### config.mk
export PLATFORM = sky130hd
export DESIGN_NAME = mlp_argmax
export DESIGN_NICKNAME = d
export VERILOG_FILES = /design/src/rtl/mlp_pkg.sv /design/src/rtl/mlp_argmax.sv
export SDC_FILE = /design/constraint.sdc
export NUM_CORES = 1
export LEC_CHECK = 0
export ABC_AREA = 1
export CAP_MARGIN = 5
export CORE_ASPECT_RATIO = 1.5
export CORE_MARGIN = 3
export CORE_UTILIZATION = 48
export CTS_CLUSTER_DIAMETER = 150
export DETAILED_ROUTE_END_ITERATION = 7
export PLACE_DENSITY = 0.76
export SLEW_MARGIN = 10
export SYNTH_ARGS = -nofsm -noshare
export SYNTH_HDL_FRONTEND = slang
export SYNTH_SLANG_ARGS = --single-unit
export TNS_END_PERCENT = 30
### constraint.sdc
create_clock -name clk -period 2.9 [get_ports clk]
set_input_delay 0.87 -clock clk [delete_from_list [all_inputs] [get_ports clk]]
set_output_delay 0.87 -clock clk [all_outputs]
set_load 0.05 [all_outputs]
### src/rtl/mlp_pkg.sv
`default_nettype none
// ============================================================================
// mlp_pkg : shared element type and argmax FSM states for the MLP datapath
// Revision: 1.0
// ============================================================================
package mlp_pkg;

  typedef logic [7:0] mlp_elem_t;

  typedef enum logic [1:0] {
    ARGMAX_IDLE = 2'd0,
    ARGMAX_SCAN = 2'd1,
    ARGMAX_DONE = 2'd2
  } argmax_state_e;

endpackage : mlp_pkg
`default_nettype wire

### src/rtl/mlp_argmax.sv
`default_nettype none
// ============================================================================
// mlp_argmax : sequential argmax over a captured class-score vector
// Revision: 1.0
// ============================================================================
module mlp_argmax
  import mlp_pkg::*;
#(
  parameter type T  = mlp_elem_t,
  parameter int  D2 = 8,
  localparam int IW = (D2 > 1) ? $clog2(D2) : 1
) (
  input  logic          clk,
  input  logic          rst_n,
  input  logic          in_valid,
  output logic          in_ready,
  input  T              din [D2],
  output logic          out_valid,
  input  logic          out_ready,
  output logic [IW-1:0] class_idx,
  output T              class_score
);

  argmax_state_e state, state_nx;
  logic [IW-1:0] cnt;
  T              vec_q [D2];
  T              best;
  logic [IW-1:0] best_idx;

  T              cur;
  logic          last;
  logic          take;
  T              best_nx;
  logic [IW-1:0] best_idx_nx;

  // Reset gating keeps the stage from advertising readiness while held in reset.
  assign in_ready  = (state == ARGMAX_IDLE) && rst_n;
  assign out_valid = (state == ARGMAX_DONE);

  always_comb begin
    state_nx    = state;
    cur         = '0;
    for (int i = 0; i < D2; i++) begin
      if (cnt == IW'(i)) cur = vec_q[i];
    end
    last        = (cnt == IW'(D2 - 1));
    // Strict compare: on ties the earlier (lower) index is kept.
    take        = (cnt == '0) || (cur > best);
    best_nx     = take ? cur : best;
    best_idx_nx = take ? cnt : best_idx;
    case (state)
      ARGMAX_IDLE: if (in_valid) state_nx = ARGMAX_SCAN;
      ARGMAX_SCAN: if (last)     state_nx = ARGMAX_DONE;
      ARGMAX_DONE: if (out_ready) state_nx = ARGMAX_IDLE;
      default:                   state_nx = ARGMAX_IDLE;
    endcase
  end

  always_ff @(posedge clk or negedge rst_n) begin
    if (!rst_n) begin
      state       <= ARGMAX_IDLE;
      cnt         <= '0;
      best        <= '0;
      best_idx    <= '0;
      class_idx   <= '0;
      class_score <= '0;
      for (int i = 0; i < D2; i++) vec_q[i] <= '0;
    end else begin
      state <= state_nx;
      case (state)
        ARGMAX_IDLE: begin
          if (in_valid) begin
            for (int i = 0; i < D2; i++) vec_q[i] <= din[i];
            cnt <= '0;
          end
        end
        ARGMAX_SCAN: begin
          best     <= best_nx;
          best_idx <= best_idx_nx;
          if (last) begin
            class_idx   <= best_idx_nx;
            class_score <= best_nx;
          end else begin
            cnt <= cnt + 1'b1;
          end
        end
        default: ;
      endcase
    end
  end

endmodule : mlp_argmax
`default_nettype wire

After elaboration in Yosys (flattened, before gate mapping)

Cells that the tools add are included.

$add $sub $neg: 1
$mul: 0
Divide/modulo/power cells: 0
$lt $le $gt $ge: 1
Equal/unequal tests: 13
Shifts and indexed selects: 0
Mux-type cells: 17
Bitwise gates (word level): 0
Reduce and logical (&&, ||, !) cells: 9

Operator list:

| cell                                                                     | count |
|---|---|
| 8-bit two-way mux                                                        | 9 |
| 3-bit equality test (second input constant)                              | 4 |
| 3-bit two-way mux                                                        | 3 |
| 8-bit greater-than comparator                                            | 1 |
| 3-bit by 2-bit equality test with 1-bit output (second input constant)   | 2 |
| 2-bit two-way mux                                                        | 3 |
| 2-bit inequality test (second input constant)                            | 3 |
| 2-bit one-hot mux with 3 select lines                                    | 1 |
| 3-bit one-hot mux with 2 select lines                                    | 1 |
| 3-bit AND reduction                                                      | 2 |
| 2-bit AND reduction                                                      | 2 |
| 3-bit by 1-bit adder with 3-bit output (second input constant)           | 1 |
| 3-bit by 1-bit equality test with 1-bit output (second input constant)   | 1 |
| 3-bit zero test                                                          | 1 |
| 2-bit by 1-bit equality test with 1-bit output (second input constant)   | 1 |
| 2-bit equality test (second input constant)                              | 1 |
| 2-bit zero test                                                          | 1 |
| 2-bit by 1-bit inequality test with 1-bit output (second input constant) | 1 |
| 2-bit nonzero test                                                       | 1 |
| 1-bit logical AND                                                        | 1 |
| 1-bit logical OR                                                         | 1 |

Register bits: 91
Latch bits: 0
Memory bits (writable): 0
Bits in read-only memories: 0
Memories: 0

Depth between registers and ports, before layout

Depth after elaboration: 12
Mapped depth: 24
Gate-level depth less buffers: 24

Least setup slack after synthesis

No wires, ideal clock.

Path kind: input port to output port
Start: in rst_n
End: out in_ready
Arrival time: 2.016 ns
Path slack: 0.014 ns
Stages on the path: 1
Path through: nor3b_1

Longest elaborated chain between the ends: 1

RTL lines:

| item              | line             | text |
|---|---|---|
| start, declared   | mlp_argmax.sv:14 | `input logic rst_n,` |
| 1-bit logical AND | mlp_argmax.sv:37 | `assign in_ready = (state == ARGMAX_IDLE) && rst_n;` |
| end, declared     | mlp_argmax.sv:16 | `output logic in_ready,` |

No other way between the ends.

Worst setup path after layout

Start: reg cnt[1]
End: reg best_idx[0]

Longest elaborated chain between the ends: 12

RTL lines:

| item                           | line                               | text |
|---|---|---|
| start, declared                | mlp_argmax.sv:25                   | `logic [IW-1:0] cnt;` |
| start signal, assigned         | mlp_argmax.sv:84                   | `cnt <= cnt + 1'b1;` |
| 3-bit zero test                | mlp_argmax.sv:44, mlp_argmax.sv:48 |  |
| 8-bit two-way mux (8 in a row) | mlp_argmax.sv:44                   | `if (cnt == IW'(i)) cur = vec_q[i];` |
| 8-bit greater-than comparator  | mlp_argmax.sv:48                   | `take = (cnt == '0) \|\| (cur > best);` |
| 1-bit logical OR (*)           | mlp_argmax.sv:48                   |  |
| 3-bit two-way mux (*)          | mlp_argmax.sv:50                   | `best_idx_nx = take ? cnt : best_idx;` |
| end signal, assigned           | mlp_argmax.sv:79                   | `best_idx <= best_idx_nx;` |
| end, declared                  | mlp_argmax.sv:28                   | `logic [IW-1:0] best_idx;` |

Mark *: on every way between the ends. The rest lies on a longest branch, timed or not.
A chain may end at the register's enable or synchronous reset.

==> qor.tcl <==
set qor(leakagePower_uw) 0.00333
set qor(largest_net_degree_at_the_start_of_global_routing) 92
set qor(cts.clk_slew.worst_paths_ns) 0.07
set qor(hp-class) {register to register}
set qor(netlist_instances) 646
set qor(drive_above_1_share) 0.167
set qor(die_height_um) 127
set qor(drt_pass1_iterations) 4
set qor(grt_pass1_wl_um) 19600
set qor(yosys_warnings) 0
set qor(power_density_nw_per_um2) 1310
set qor(layout_min_cycle_time_ns) 2.92
set qor(finalSetupViolations) 4
set qor(start_util) 0.500
set qor(cts_inserted_buffers) 9
set qor(slew_headroom) 0.241
set qor(final_max_slew_viol_count) 0
set qor(clkSinkCount) 91
set qor(slew_at_the_pin_with_the_worst_max_slew_slack_ns) 1.14
set qor(number_of_h_tree_levels) 3
set qor(die_width_um) 86.6
set qor(area_delta_synth_final_pct) 35.9
set qor(area_used_by_multi_input_combinational_logic_um2) 2300
set qor(route.antenna.remaining_nets) 0
set qor(dp_worst_setup_slack_ns) -0.222
set qor(worstSetupStartpointType) {register}
set qor(post-dp-hpwl_um) 8130
set qor(mappedNetlistNets) 728
set qor(finish.utilization) 0.679
set qor(async_flop_share) 1.00
set qor(final_net_count) 826
set qor(drcViolationCount) 0
set qor(synth-seq-area-share) 0.487
set qor(p_clk_frac) 0.148
set qor(timing.fmax_ghz) 0.342
set qor(synth_top_area_cell) {dfrtp_1}
set qor(core_area_um2) 9360
set qor(power_switching_share) 0.448
set qor(n_fill_cell) 784
set qor(violated_checks) {negative setup slack}
set qor(layout.area.seq_um2) 2280
set qor(synthDominantCellAreaShare) 0.487
set qor(total_negative_setup_slack_ns) -0.0398
set qor(grt_antenna_before_repair) 0
set qor(cp_max_fo) 7
set qor(dr_total_vias) 4330
set qor(power_frac_seq) 0.271
set qor(clk_latency_ns) 0.35
set qor(timing.critical_path.required_ns) 3.11
set qor(critical_path_arrival_ns) 3.13
set qor(yosys-top-cells-area) {dfrtp_1, nand2_1, inv_1}
set qor(layout_worst_path_cycle_share) 1.01
set qor(postCtsHoldBufs) 0
set qor(synth-edff-count) 0
set qor(setup_skew_ns) 0.0100
set qor(switchingPower_uw) 3730
set qor(floorplan.die_area_um2) 11000
set qor(detailed_route_vias_per_instance) 5.03
set qor(critPathKind) {register to register}
set qor(core.rowCount) 43
set qor(synthesis.area_um2) 4680
set qor(track_usage) 0.222
set qor(rsz0062_at_grt) {true}
set qor(yosys_register_bits) 91
set qor(clock_tree.buffer_depth) 2
set qor(intPower_uw) 4610
set qor(timing.max_cap.violations) 0
set qor(numPortBuffers) 80
set qor(io-pin-count) 81
set qor(total_power_uw) 8340
set qor(worst_setup_path_end_kind) {register}
set qor(via_count_of_the_first_global_routing_pass) 4471
set qor(worst_case_setup_margin_in_the_final_layout_ns) -0.0233
set qor(antenna_fix_cells) 0
set qor(timing_hold_violations_final) 0
set qor(cts_tree) {done}
set qor(status) {complete, but fails checks}
set qor(wl_cell_um) 13.3
set qor(grt-ovfl-total) 0
set qor(syn-mean-instance-area_um2) 7.24
set qor(p_comb_frac) 0.581
set qor(clock-root-buffer) {clkbuf_16}
set qor(vdd_drop_max_mv) 0.919
set qor(first_iter_violations) 203
set qor(post_synth_num_cell_types) 27
set qor(gp_congestion) 0.908
set qor(yosys_most_used_dff) {dfrtp_1}
set qor(detail_route.wirelength_um) 11500
[area by class of cell]
class                           instances  share of cell area
Multi-Input combinational cell        475               0.362
Sequential cell                        91               0.358
Timing Repair Buffer                  109               0.172
Clock buffer                           13              0.0393
Inverter                               57              0.0352
Tap cell                              112              0.0220
Clock inverter                          2             0.00944
Timing Repair inverter                  1             0.00118
[synth_stat cells, types with 2 or more instances]
cell type    n
a21boi_0     8
a21oi_1      4
buf_2        4
buf_4        2
buf_6        2
clkbuf_1    14
dfrtp_1     91
ha_1        14
inv_1       52
inv_2        3
nand2_1    353
nand3_1     32
nor2_1      24
nor2_2       2
o21ai_0     26
o31ai_1      2
or2_2        3
[power by group through the flow]
stage | Clock, µW | Sequential, µW | Combinational (µW)
floorplan | 0 | 2390 | 2500
global placement | 0 | 2240 | 3790
detailed placement | 0 | 2250 | 3870
CTS | 1260 | 2250 | 4340
global route | 1290 | 2320 | 5440
finish | 1240 | 2260 | 4850
[flip-flops by register name, indices dropped and copies added (netlist names)]
register     count
state            2
cnt              3
best             8
vec_q           64
best_idx         3
class_idx        3
class_score      8
[per-layer routing]
layer	part of all wire	vias up	GRT usage	wire [µm]
li1	-	2166	-	-
met4	0.033	0	0.112	381
met5	0	-	0	0
met1	0.40	2013	0.264	4600
met2	0.52	123	0.385	5960
met3	0.046	28	0.0292	532
[cell usage in the layout, fill, tap and decap left out, types with 2 or more instances in the layout]
| master | netlist | routed |
|---|---|---|
| bufinv_16 | 0 | 2 |
| o21ai_0 | 26 | 15 |
| o21ai_2 | 0 | 3 |
| nand3_1 | 32 | 18 |
| clkbuf_1 | 14 | 3 |
| ha_2 | 0 | 2 |
| o21ai_1 | 0 | 8 |
| dfrtp_1 | 91 | 90 |
| inv_2 | 3 | 8 |
| nor2_4 | 1 | 2 |
| ha_1 | 14 | 10 |
| buf_12 | 0 | 5 |
| clkbuf_16 | 0 | 9 |
| inv_1 | 52 | 46 |
| nor2_2 | 2 | 2 |
| nor2_1 | 24 | 23 |
| or2_2 | 3 | 2 |
| o31ai_1 | 2 | 2 |
| a21boi_1 | 0 | 3 |
| nand2_1 | 353 | 323 |
| clkdlybuf4s50_1 | 0 | 78 |
| a21oi_2 | 0 | 4 |
| a21boi_2 | 0 | 5 |
| nand3_2 | 1 | 14 |
| buf_4 | 2 | 22 |
| ha_4 | 0 | 2 |
| buf_6 | 2 | 3 |
| nand2_2 | 1 | 31 |
[critical path: stages (launching register included)]
cell and delay, ns:
dfrtp_1 0.41, inv_2 0.12, ha_4 0.16, inv_4 0.05
nor2_4 0.20, buf_6 0.14, nand2_1 0.04, nand3_1 0.07
nand3_1 0.10, nand3_1 0.09, nand2_1 0.06, nand2_2 0.08
a21boi_1 0.07, ha_1 0.27, nand2_1 0.06, o21ai_1 0.12
nand2_1 0.07, nand2_1 0.05, o21ai_1 0.07, nand2_2 0.13
buf_6 0.15, nand2_1 0.08, o21ai_2 0.07, o21ai_0 0.09
[metrics by stage]
| stage | hold WS (ns) | instance area (µm²) | cells |
|---|---|---|---|
| CTS | 0.477 | 6200 | 858 |
| global route | 0.498 | 6360 | 860 |
| floorplan | 0.441 | 4680 | 646 |
| global placement | 0.460 | 5740 | 838 |
| detailed placement | 0.461 | 5740 | 838 |
| finish | 0.469 | 6360 | 860 |
[cells by family after synthesis]
logic type | after synthesis | synth area share
buffers and inverters | 80 | 0.0717
and+or+nand+nor | 420 | 0.355
adders and majority gates | 14 | 0.0374
AOI/OAI and AO/OA | 41 | 0.0497
DFF | 91 | 0.487
[final timing paths]
kind,depth (start not counted),to,slack [ns],startpoint
hold / removal,2,vec_q[34],0.47,vec_q[34]
setup reg to reg,23,best_idx[0],-0.02,cnt[1]
hold reg to reg,2,vec_q[34],0.47,vec_q[34]
min in group asynchronous,2,class_idx[1],0.80,rst_n
max in group asynchronous,2,cnt[2],1.25,rst_n
setup / recovery,23,best_idx[0],-0.02,cnt[1]
[timing repair]
action / 4_1_cts / 5_1_grt
endpoints found under the setup margin: 22 / 22
resized for setup: 47 / 51
pin swaps: 20 / 25
endpoints found under the hold margin: 0 / 0
cloned: 1 / 0
buffers inserted: 4 / 2
Note: power is estimated with default switching activity, not from simulation.
